$ cat src/rtl/cpu_clock_enable.sv
// Game Boy T/M-cycle strobe generator with RUN/HALT/STOP gating of the CPU enable.
// A fractional phase accumulator divides the system clock down to the T-rate.
module cpu_clock_enable #(
    parameter int unsigned     ACC_WIDTH = 32,
    parameter longint unsigned INC       = 64'd4194304,
    parameter longint unsigned MOD       = 64'd100000000
) (
    input  logic       i_Clk,
    input  logic       i_nRst,
    input  logic       i_Halt,
    input  logic       i_Stop,
    input  logic       i_IntPending,
    input  logic       i_Wake,
    input  logic       i_Stall,
    output logic       o_TEnable,
    output logic       o_MEnable,
    output logic       o_CpuEnable,
    output logic [1:0] o_TPhase,
    output logic [1:0] o_State
);

    localparam logic [1:0] ST_RUN  = 2'd0;
    localparam logic [1:0] ST_HALT = 2'd1;
    localparam logic [1:0] ST_STOP = 2'd2;

    localparam logic [ACC_WIDTH-1:0] INC_W = ACC_WIDTH'(INC);
    localparam logic [ACC_WIDTH-1:0] MOD_W = ACC_WIDTH'(MOD);

    logic [ACC_WIDTH-1:0] acc_reg, acc_next;
    logic [ACC_WIDTH-1:0] sum;
    logic [1:0]           phase_reg, phase_next;
    logic [1:0]           state_reg, state_next;
    logic                 t_en_reg, t_en_next;
    logic                 m_en_reg, m_en_next;
    logic                 cpu_en_reg, cpu_en_next;
    logic                 t_tick;
    logic                 m_boundary;

    always_comb begin
        sum         = acc_reg + INC_W;
        t_tick      = (state_reg != ST_STOP) && (sum >= MOD_W);
        m_boundary  = t_tick && (phase_reg == 2'd3);
        acc_next    = acc_reg;
        phase_next  = phase_reg;
        state_next  = state_reg;
        t_en_next   = 1'b0;
        m_en_next   = 1'b0;
        cpu_en_next = 1'b0;

        if (state_reg == ST_STOP) begin
            // Timebase is frozen; only the joypad wake can restart it.
            if (i_Wake) begin
                state_next = ST_RUN;
            end
        end else begin
            acc_next  = t_tick ? (sum - MOD_W) : sum;
            t_en_next = t_tick;
            m_en_next = m_boundary;
            if (t_tick) begin
                phase_next = phase_reg + 2'd1;
            end
            case (state_reg)
                ST_RUN: begin
                    if (m_boundary && !i_Stall) begin
                        cpu_en_next = 1'b1;
                        if (i_Stop) begin
                            state_next = ST_STOP;
                        end else if (i_Halt) begin
                            state_next = ST_HALT;
                        end
                    end
                end
                ST_HALT: begin
                    // Wake costs one M-cycle: no CPU pulse on the waking boundary.
                    if (m_boundary && i_IntPending) begin
                        state_next = ST_RUN;
                    end
                end
                default: state_next = ST_RUN;
            endcase
        end
    end

    always_ff @(posedge i_Clk or negedge i_nRst) begin
        if (!i_nRst) begin
            acc_reg    <= '0;
            phase_reg  <= 2'd0;
            state_reg  <= ST_RUN;
            t_en_reg   <= 1'b0;
            m_en_reg   <= 1'b0;
            cpu_en_reg <= 1'b0;
        end else begin
            acc_reg    <= acc_next;
            phase_reg  <= phase_next;
            state_reg  <= state_next;
            t_en_reg   <= t_en_next;
            m_en_reg   <= m_en_next;
            cpu_en_reg <= cpu_en_next;
        end
    end

    assign o_TEnable   = t_en_reg;
    assign o_MEnable   = m_en_reg;
    assign o_CpuEnable = cpu_en_reg;
    assign o_TPhase    = phase_reg;
    assign o_State     = state_reg;

endmodule
$ cat config.mk
export PLATFORM = sky130hd
export DESIGN_NAME = cpu_clock_enable
export DESIGN_NICKNAME = d
export VERILOG_FILES = /design/src/rtl/cpu_clock_enable.sv
export SDC_FILE = /design/constraint.sdc
export NUM_CORES = 1
export LEC_CHECK = 0
export CORE_MARGIN = 4
export CORE_UTILIZATION = 30
export CTS_CLUSTER_DIAMETER = 200
export CTS_CLUSTER_SIZE = 40
export DETAILED_ROUTE_END_ITERATION = 16
export GPL_TIMING_DRIVEN = 0
export HOLD_SLACK_MARGIN = 0.02
export PLACE_DENSITY = 0.53
export SLEW_MARGIN = 10
export SYNTH_ARGS = -nofsm -noshare
export SYNTH_HDL_FRONTEND = slang
export SYNTH_SLANG_ARGS = --single-unit
$ cat constraint.sdc
create_clock -name i_Clk -period 7 [get_ports i_Clk]
set_input_delay 0.7 -clock i_Clk [delete_from_list [all_inputs] [get_ports i_Clk]]
set_output_delay 0.7 -clock i_Clk [all_outputs]
set_load 0.02 [all_outputs]
# Word level (Yosys, flattened, before mapping)
# Cells that the tools add are included.
[op_classes]
addsub = 3
multipliers = 0
div_mod_pow = 0
magnitude_cmp = 1
n_eq_ne = 8
shifts = 0
mux = 13
bitwise = 1
reduce_logical = 8
[ops]
columns = ["cell", "n"]
rows = [
  ["32-bit by 23-bit adder with 32-bit output (second input constant)", 1],
  ["32-bit by 27-bit >= comparator with 1-bit output (second input constant)", 1],
  ["32-bit two-way mux", 1],
  ["32-bit by 27-bit subtractor with 32-bit output (second input constant)", 1],
  ["2-bit two-way mux", 6],
  ["3-bit != test (second input constant)", 2],
  ["1-bit two-way mux", 5],
  ["2-bit equality test (second input constant)", 2],
  ["1-bit logical AND", 4],
  ["2-bit != test (second input constant)", 2],
  ["4-bit != test (second input constant)", 1],
  ["2-bit case mux with 2 select lines", 1],
  ["4-bit AND reduction", 1],
  ["2-bit by 1-bit adder with 2-bit output (second input constant)", 1],
  ["2-bit by 1-bit equality test with 1-bit output (second input constant)", 1],
  ["2-bit logical NOT", 1],
  ["2-bit AND reduction", 1],
  ["1-bit logical NOT", 1],
  ["1-bit NOT", 1],
]
[totals]
reg_bits = 39
latchBits = 0
ramBits = 0
mem_bits_ro = 0
in_bits = 7
out_inout_bits = 7
wordCells = 40
memories = 0

# Longest topological paths before layout
[logic_depth]
ltp_word = 8
ltp_mapped = 13
mapped_depth_nobuf = 10

# Least setup slack after synthesis
# Ideal clock, no wire load.
[synth_path]
path_type = "register to register"
startpoint = "register acc_reg[8]"
endpoint = "register acc_reg[16]"
arrival_ps = 2270
t_required_ps = 6877
setup_slack_ps = 4607
stages_incl_launch_ff = 11
n_path_buf = 1
period_less_slack_ps = 2393
cell_sequence = "dfrtp_1 > inv_1 > ha_1 > nor4b_2 > a2111oi_1 > o211a_1 > a211oi_2 > a21o_1 > buf_6 > or3_4 > xnor2_2"
[synth_via]
elab_chain_cells = 4
elab_cells_between_ends = 5
cone_classes = "add/sub: 2; order compare: 1; mux: 1; reduce/logical: 1"
[synth_lines]
columns = ["element", "line", "source"]
rows = [
  ["start, declared", "29", "logic [ACC_WIDTH-1:0] acc_reg, acc_next;"],
  ["start signal, assigned", "93", "acc_reg <= acc_next;"],
  ["32-bit by 23-bit adder with 32-bit output *", "40", "sum = acc_reg + INC_W;"],
  ["32-bit by 27-bit >= comparator with 1-bit output", "41", "t_tick = (state_reg != ST_STOP) && (sum >= MOD_W);"],
  ["1-bit logical AND", "41", ""],
  ["32-bit two-way mux *", "56", "acc_next = t_tick ? (sum - MOD_W) : sum;"],
]
# Every way passes the cells marked *; elsewhere a longest branch is shown, timed or not.
# A chain may end at the register's enable or synchronous reset.

# Worst setup path in the final report
[layout_path]
startpoint = "register acc_reg[8]"
endpoint = "register acc_reg[13]"
# The elaborated chain is that of the path after synthesis.

==> results.py <==
metrics = {
    "timing": {
        "setup-tns-final_ps": 0,
        "min_period_ps": 2810,
        "setup_viol": 0,
        "fmax_mhz": 356,
        "hold_viol_final": 0,
        "skew_ps": 8.15,
        "slew_headroom_pct": 52.9,
        "period_share_pct": 40.2,
        "slew_violations": 0,
        "tightest_slew_ps": 707,
        "rsz0062_at_grt": "false",
    },
    "floorplanning": {
        "dieArea_mm2": 0.00860,
        "ios": 14,
        "start_util_pct": 31.4,
        "die_x_um": 92.7,
        "core_mm2": 0.00687,
        "fp-row-count": 30,
        "dieHeight_um": 92.7,
    },
    "yosys": {
        "synth_cell_types": 62,
        "synth_nets": 244,
        "synth_seq_area_share_pct": 36.0,
        "synth_seq_cells": 31,
        "synth_edf_count": 0,
        "syn_inst": 232,
        "syn-cell-area_mm2": 0.00215,
        "yosys_warnings": 0,
        "syn_area_per_cell_um2": 9.29,
        "async_reset_ff_share_pct": 100,
        "yosys_most_used_dff": "dfrtp_1",
    },
    "routing": {
        "drt_first_pass_iters": 4,
        "drc": 0,
        "wl_um": 4810,
        "drtIter0Drc": 136,
        "vias_per_cell": 5.00,
        "drt.antenna.violating_nets": 0,
        "vias": 1744,
        "detail_route.wl_per_cell_um": 13.8,
    },
    "critical_path": {
        "cp-end-kind": "flip-flop",
        "critPathKind": "reg -> reg",
        "cp-start-kind": "flip-flop",
        "worst-r2r-setup-slack_ps": 4190,
        "critical_path_arrival_ps": 3020,
        "crit_fanout": 10,
        "cp_data_required_time_ps": 7210,
    },
    "clock_tree": {
        "max-clock-path-buffers": 2,
        "cts_tree": "yes",
        "clk_pin_slew_worst_paths_ps": 70,
        "clock-sinks": 31,
        "cts_buffers": 5,
        "ctsResizeCount": 0,
        "worstSkewPairLatency_ps": 290,
        "post_cts_buffers": 0,
        "cts_root_buffer": "clkbuf_8",
        "holdBufCountCts": 0,
        "h-tree-depth": 2,
    },
    "worst_hold_path": {
        "hold_path.class": "in -> async",
    },
    "cells_and_area": {
        "nets": 264,
        "drive_above_1_share_pct": 14.6,
        "largest_register_ff_count": 24,
        "antenna_cells": 0,
        "area_growth_pct": 16.6,
        "nFillCells": 698,
    },
    "power": {
        "total_power_mw": 0.367,
        "power.density_mw_per_mm2": 146,
        "peakVddDrop_mv": 0.0770,
        "total_leakage_power_nw": 1.07,
    },
    "global_routing": {
        "antenna_found_initial": 0,
        "grt_pass1_vias": 1725,
        "grt_pass1_wl_um": 8540,
        "grt_max_degree": 32,
        "grt_overflow": 0,
        "track_usage_pct": 12.4,
    },
    "run": {
        "maxCapViolCount": 0,
    },
    "outcome": {
        "outcome": "complete, no violations",
    },
    "placement": {
        "gp_congestion": 0.806,
        "io_buffers": 13,
        "hpwl_um": 3420,
    },
}
-- cells in the final DEF (no fill, tap or decap), types with 4 or more instances in the layout --
cell / n
a21o_1: 7
a21oi_1: 10
buf_2: 5
buf_6: 5
clkbuf_8: 5
clkdlybuf4s50_1: 12
dfrtp_1: 31
ha_1: 5
inv_1: 7
nand2_1: 23
nand3_1: 5
nand3_2: 4
nor2_1: 15
nor3_1: 11
nor4_1: 4
o21ai_0: 12
o22ai_1: 4
xnor2_1: 18
xor2_1: 5
-- final timing paths --
path | startpoint | cells after the start | endpoint
max | acc_reg[8] | 12 | acc_reg[13]
min | i_nRst | 1 | acc_reg[14]
max reg2reg | acc_reg[8] | 12 | acc_reg[13]
min reg2reg | acc_reg[21] | 1 | acc_reg[21]
max in group asynchronous | i_nRst | 1 | acc_reg[23]
min in group i_Clk | acc_reg[21] | 1 | acc_reg[21]
-- through the flow --
stage          cell area (um^2)  hold slack (ps)  setup slack, ps  instances  utilization (%)
3_3_place_gp               2400              486             4170        341             35.0
3_5_place_dp               2400              488             4200        341             34.9
6_report                   2510              460             4190        349             36.6
2_1_floorplan              2150              404             4610        232                -
5_1_grt                    2510              512             3930        349             36.6
4_1_cts                    2510              491             4170        349             36.6
-- Yosys cell counts, drive strengths merged, types with 2 or more instances --
library cell | n | share of area, %
dfrtp | 31 | 36
nand2 | 23 | 4.0
xnor2 | 19 | 8.1
nor2 | 15 | 2.6
o21ai | 14 | 3.3
nor3 | 12 | 3.0
a21oi | 10 | 2.3
buf | 10 | 3.9
nand3 | 10 | 3.8
inv | 8 | 1.4
a21o | 7 | 2.4
xor2 | 6 | 2.8
ha | 5 | 2.9
nor4 | 5 | 2.1
nor3b | 4 | 1.6
o22ai | 4 | 1.2
or3 | 4 | 1.4
a211oi | 3 | 1.5
a31oi | 3 | 0.87
a2111oi | 2 | 0.87
and2 | 2 | 0.58
and3 | 2 | 0.58
nand2b | 2 | 0.58
nand4 | 2 | 0.58
nor2b | 2 | 0.58
o211ai | 2 | 0.70
o21a | 2 | 0.70
o31a | 2 | 0.81
o31ai | 2 | 0.70
or2 | 2 | 0.58
-- critical path: stages (launching register included) --
cell	delay [ps]
dfrtp_1	400
inv_1	100
ha_1	210
nor4b_2	370
a2111oi_1	160
o211a_1	300
a211oi_2	430
a21o_1	200
buf_6	150
inv_2	70
buf_6	150
nand2_1	80
xnor2_1	120
-- routing by layer --
layer  wire length [um]  global-route usage (%)  vias to the layer above
li1                   -                       -                      882
met1               2410                    17.7                      821
met2               2120                    18.1                       36
met3                200                    2.60                        5
met4                 80                    4.76                        0
met5                  0                       0                        -
-- power by group --
group | internal (mW) | leakage (nW) | switching, mW | total, mW
Combinational | 0.00294 | 0.626 | 0.00401 | 0.00696
Clock | 0.106 | 0.0581 | 0.0746 | 0.181
Sequential | 0.179 | 0.382 | 0 | 0.179
-- cell families after synthesis --
group / Yosys count / share of synthesized area [%]
simple gates: 90 / 24.4
compound gates: 61 / 19.9
flops: 31 / 36.0
xor+xnor: 25 / 10.9
buf+inv: 19 / 5.46
fa+ha+maj: 5 / 2.90
mux: 1 / 0.523
-- area by class of cell --
class / count / area [um^2] / share of cell area, %
multi-input cells: 182 / 1260 / 50.2
well taps: 96 / 120 / 4.78
inverters: 8 / 30.0 / 1.20
repair buffers: 13 / 125 / 4.98
clock buffers: 5 / 68.8 / 2.74
flip-flops and latches: 31 / 776 / 30.9
clock inverters: 3 / 43.8 / 1.74
plain buffers: 11 / 87.6 / 3.49
Power figures use the tool's default switching activity.
==> patch, RTL diff (config.mk and constraints unchanged) <==
Reset style: synchronous (`i_nRst`), changed in one clocked block.
--- a/src/rtl/cpu_clock_enable.sv
+++ b/src/rtl/cpu_clock_enable.sv
@@ -81,7 +81,7 @@
         end
     end
 
-    always_ff @(posedge i_Clk or negedge i_nRst) begin
+    always_ff @(posedge i_Clk) begin
         if (!i_nRst) begin
             acc_reg    <= '0;
             phase_reg  <= 2'd0;
Check against the original RTL: no difference found for any inputs over 10 cycles, from zero or initial values and one cycle with i_nRst low; that may be too few to reach the edited logic, so the function may still have changed.
==> patch against the original RTL <==
- area after synthesis fell by 2.4%
- synthesized cell count rose by 16%
- final cell count rose by 10%
- sequential cell count did not move
- setup slack improved by 0.054 ns
- clock skew fell by 0.0039 ns
- critical endpoint is now acc_reg[19]$_SDFFE_PN0P_
- count of clock-buffer cells in the layout rose by 1
- final area fell by 3.4%
- wire length rose by 14%
Power is not compared: it rests on default switching activity, and its combinational part moved more than twofold at a synthesized area within 25%.
==> patch: results (changes against the original RTL) <==
metric,value,unit,change
status,"finished, final reports clean",,unchanged
skew,0.004240,ns,was 0.008153 ns
seq-cell-share,0.2557,,was 0.3088
grt_use_total,0.1387,,was 0.1235
pwr-share-clk,0.156,,
clock_buffers,6,,was 5
design.core.area,6794,µm²,was 6869 µm²
grt_start_max_net_pins,11,,was 32
path_clk_slew,0.07,ns,about the same
ys_async_sr_fraction,0,,was 1.000
wl_met2,2.419,mm,was 2.115 mm
timing.hold.ws,0.4928,ns,was 0.4598 ns
gp_congestion,0.8193,,was 0.8057
reg2reg_depth,10,,was 12
detail_route.wl_per_cell,14.28,µm,was 13.79 µm
htree_levels,2,,unchanged
use_met2,0.2075,,was 0.1813
synthDistinctLibCells,57,,was 62
drt-met1-wl,2.719,mm,was 2.413 mm
synthTopCellsByCount,"32 x nor2_1, 31 x dfxtp_1, 20 x nand2_1",,"was 31 x dfrtp_1, 23 x nand2_1, 18 x xnor2_1"
place_hpwl,4.021,mm,was 3.417 mm
timing.rr.end,acc_reg[19]$_SDFFE_PN0P_,,was acc_reg[13]$_DFFE_PN0P_
use_met3,0.02707,,was 0.02600
tightestPinTransition,0.8143,ns,was 0.7065 ns
grt_pass1_wl,9.439,mm,was 8.535 mm
nets,299,,was 264
final-nonclk-buf-share,0.08557,,was 0.08466
grt_use_met1,0.1926,,was 0.1766
slowest_delay,0.51,ns,was 0.43 ns
port_buffers,12,,was 13
synth_fp_nets,280,,was 244
r2r-start,acc_reg[22]$_SDFFE_PN0N_,,was acc_reg[8]$_DFFE_PN0P_
cts_setup_buffers,0,,unchanged
hp-class,reg -> reg,,was in -> async
yosys-top-cells-area,"dfxtp_1 30%, xnor2_1 6.3%, nor2_1 5.7%",,"was dfrtp_1 36%, xnor2_1 7.3%, nand2_1 4.0%"
nNonClkInverters,5,,was 8
fillCellCount,711,,was 698
critPathSlowestCell,dfxtp_1,,was a211oi_2
grt_pass1_vias,1884,,"was 1,725"
routed_wl,5.484,mm,was 4.811 mm
nFlopsAndLatches,31,,unchanged
cts-resized-gates,0,,unchanged
place_inst,376,,was 341
multi_input_area_share,0.5665,,was 0.5020
postPlaceCellArea,2342,µm²,was 2400 µm²
arrival,2.92,ns,was 3.02 ns
setup_slack,4.243,ns,was 4.189 ns
num_antenna_cells,0,,unchanged
vias,1989,,"was 1,744"
ys_seq_area_frac,0.2952,,was 0.3600
num-nonclk-buffers,30,,was 24
total_power,0.8992,mW,
syn_area_per_cell,7.843,µm²,was 9.287 µm²
layout-drive-gt1-share,0.09375,,was 0.1462
powerSeq,0.280,mW,
met3_length,246,µm,was 200 µm
num-multi-input-gates,214,,was 182
drtIter0Drc,182,,was 136
clk_share,0.03505,,was 0.04482
[patch: cell types whose count changed after synthesis, moves of 9 or more]
cell | before | now
nand3_1 | 5 | 16
nor2_1 | 15 | 32
clkbuf_1 | 1 | 10
dfrtp_1 | 31 | 0
dfxtp_1 | 0 | 31
[patch: worst max-delay path, delay by kind of cell, from the launching register on]
kind,cells,cell delay (ns)
XOR/XNOR,1,0.19
buffers and inverters,2,0.51
flip-flops,1,0.51
AND/OR/NAND/NOR,3,0.33
AO/OA/AOI/OAI,3,0.86
adder cells (fa/ha/maj),1,0.24
[patch: kinds of logic after synthesis]
| kind of cell | count (synthesis) | synth area share |
|---|---|---|
| AO/OA/AOI/OAI | 51 | 0.1792 |
| flip-flops | 31 | 0.2952 |
| AND/OR/NAND/NOR | 135 | 0.3464 |
| buffers and inverters | 23 | 0.05060 |
| adder cells (fa/ha/maj) | 5 | 0.02976 |
| XOR/XNOR | 18 | 0.07500 |
| multiplexers | 5 | 0.02381 |
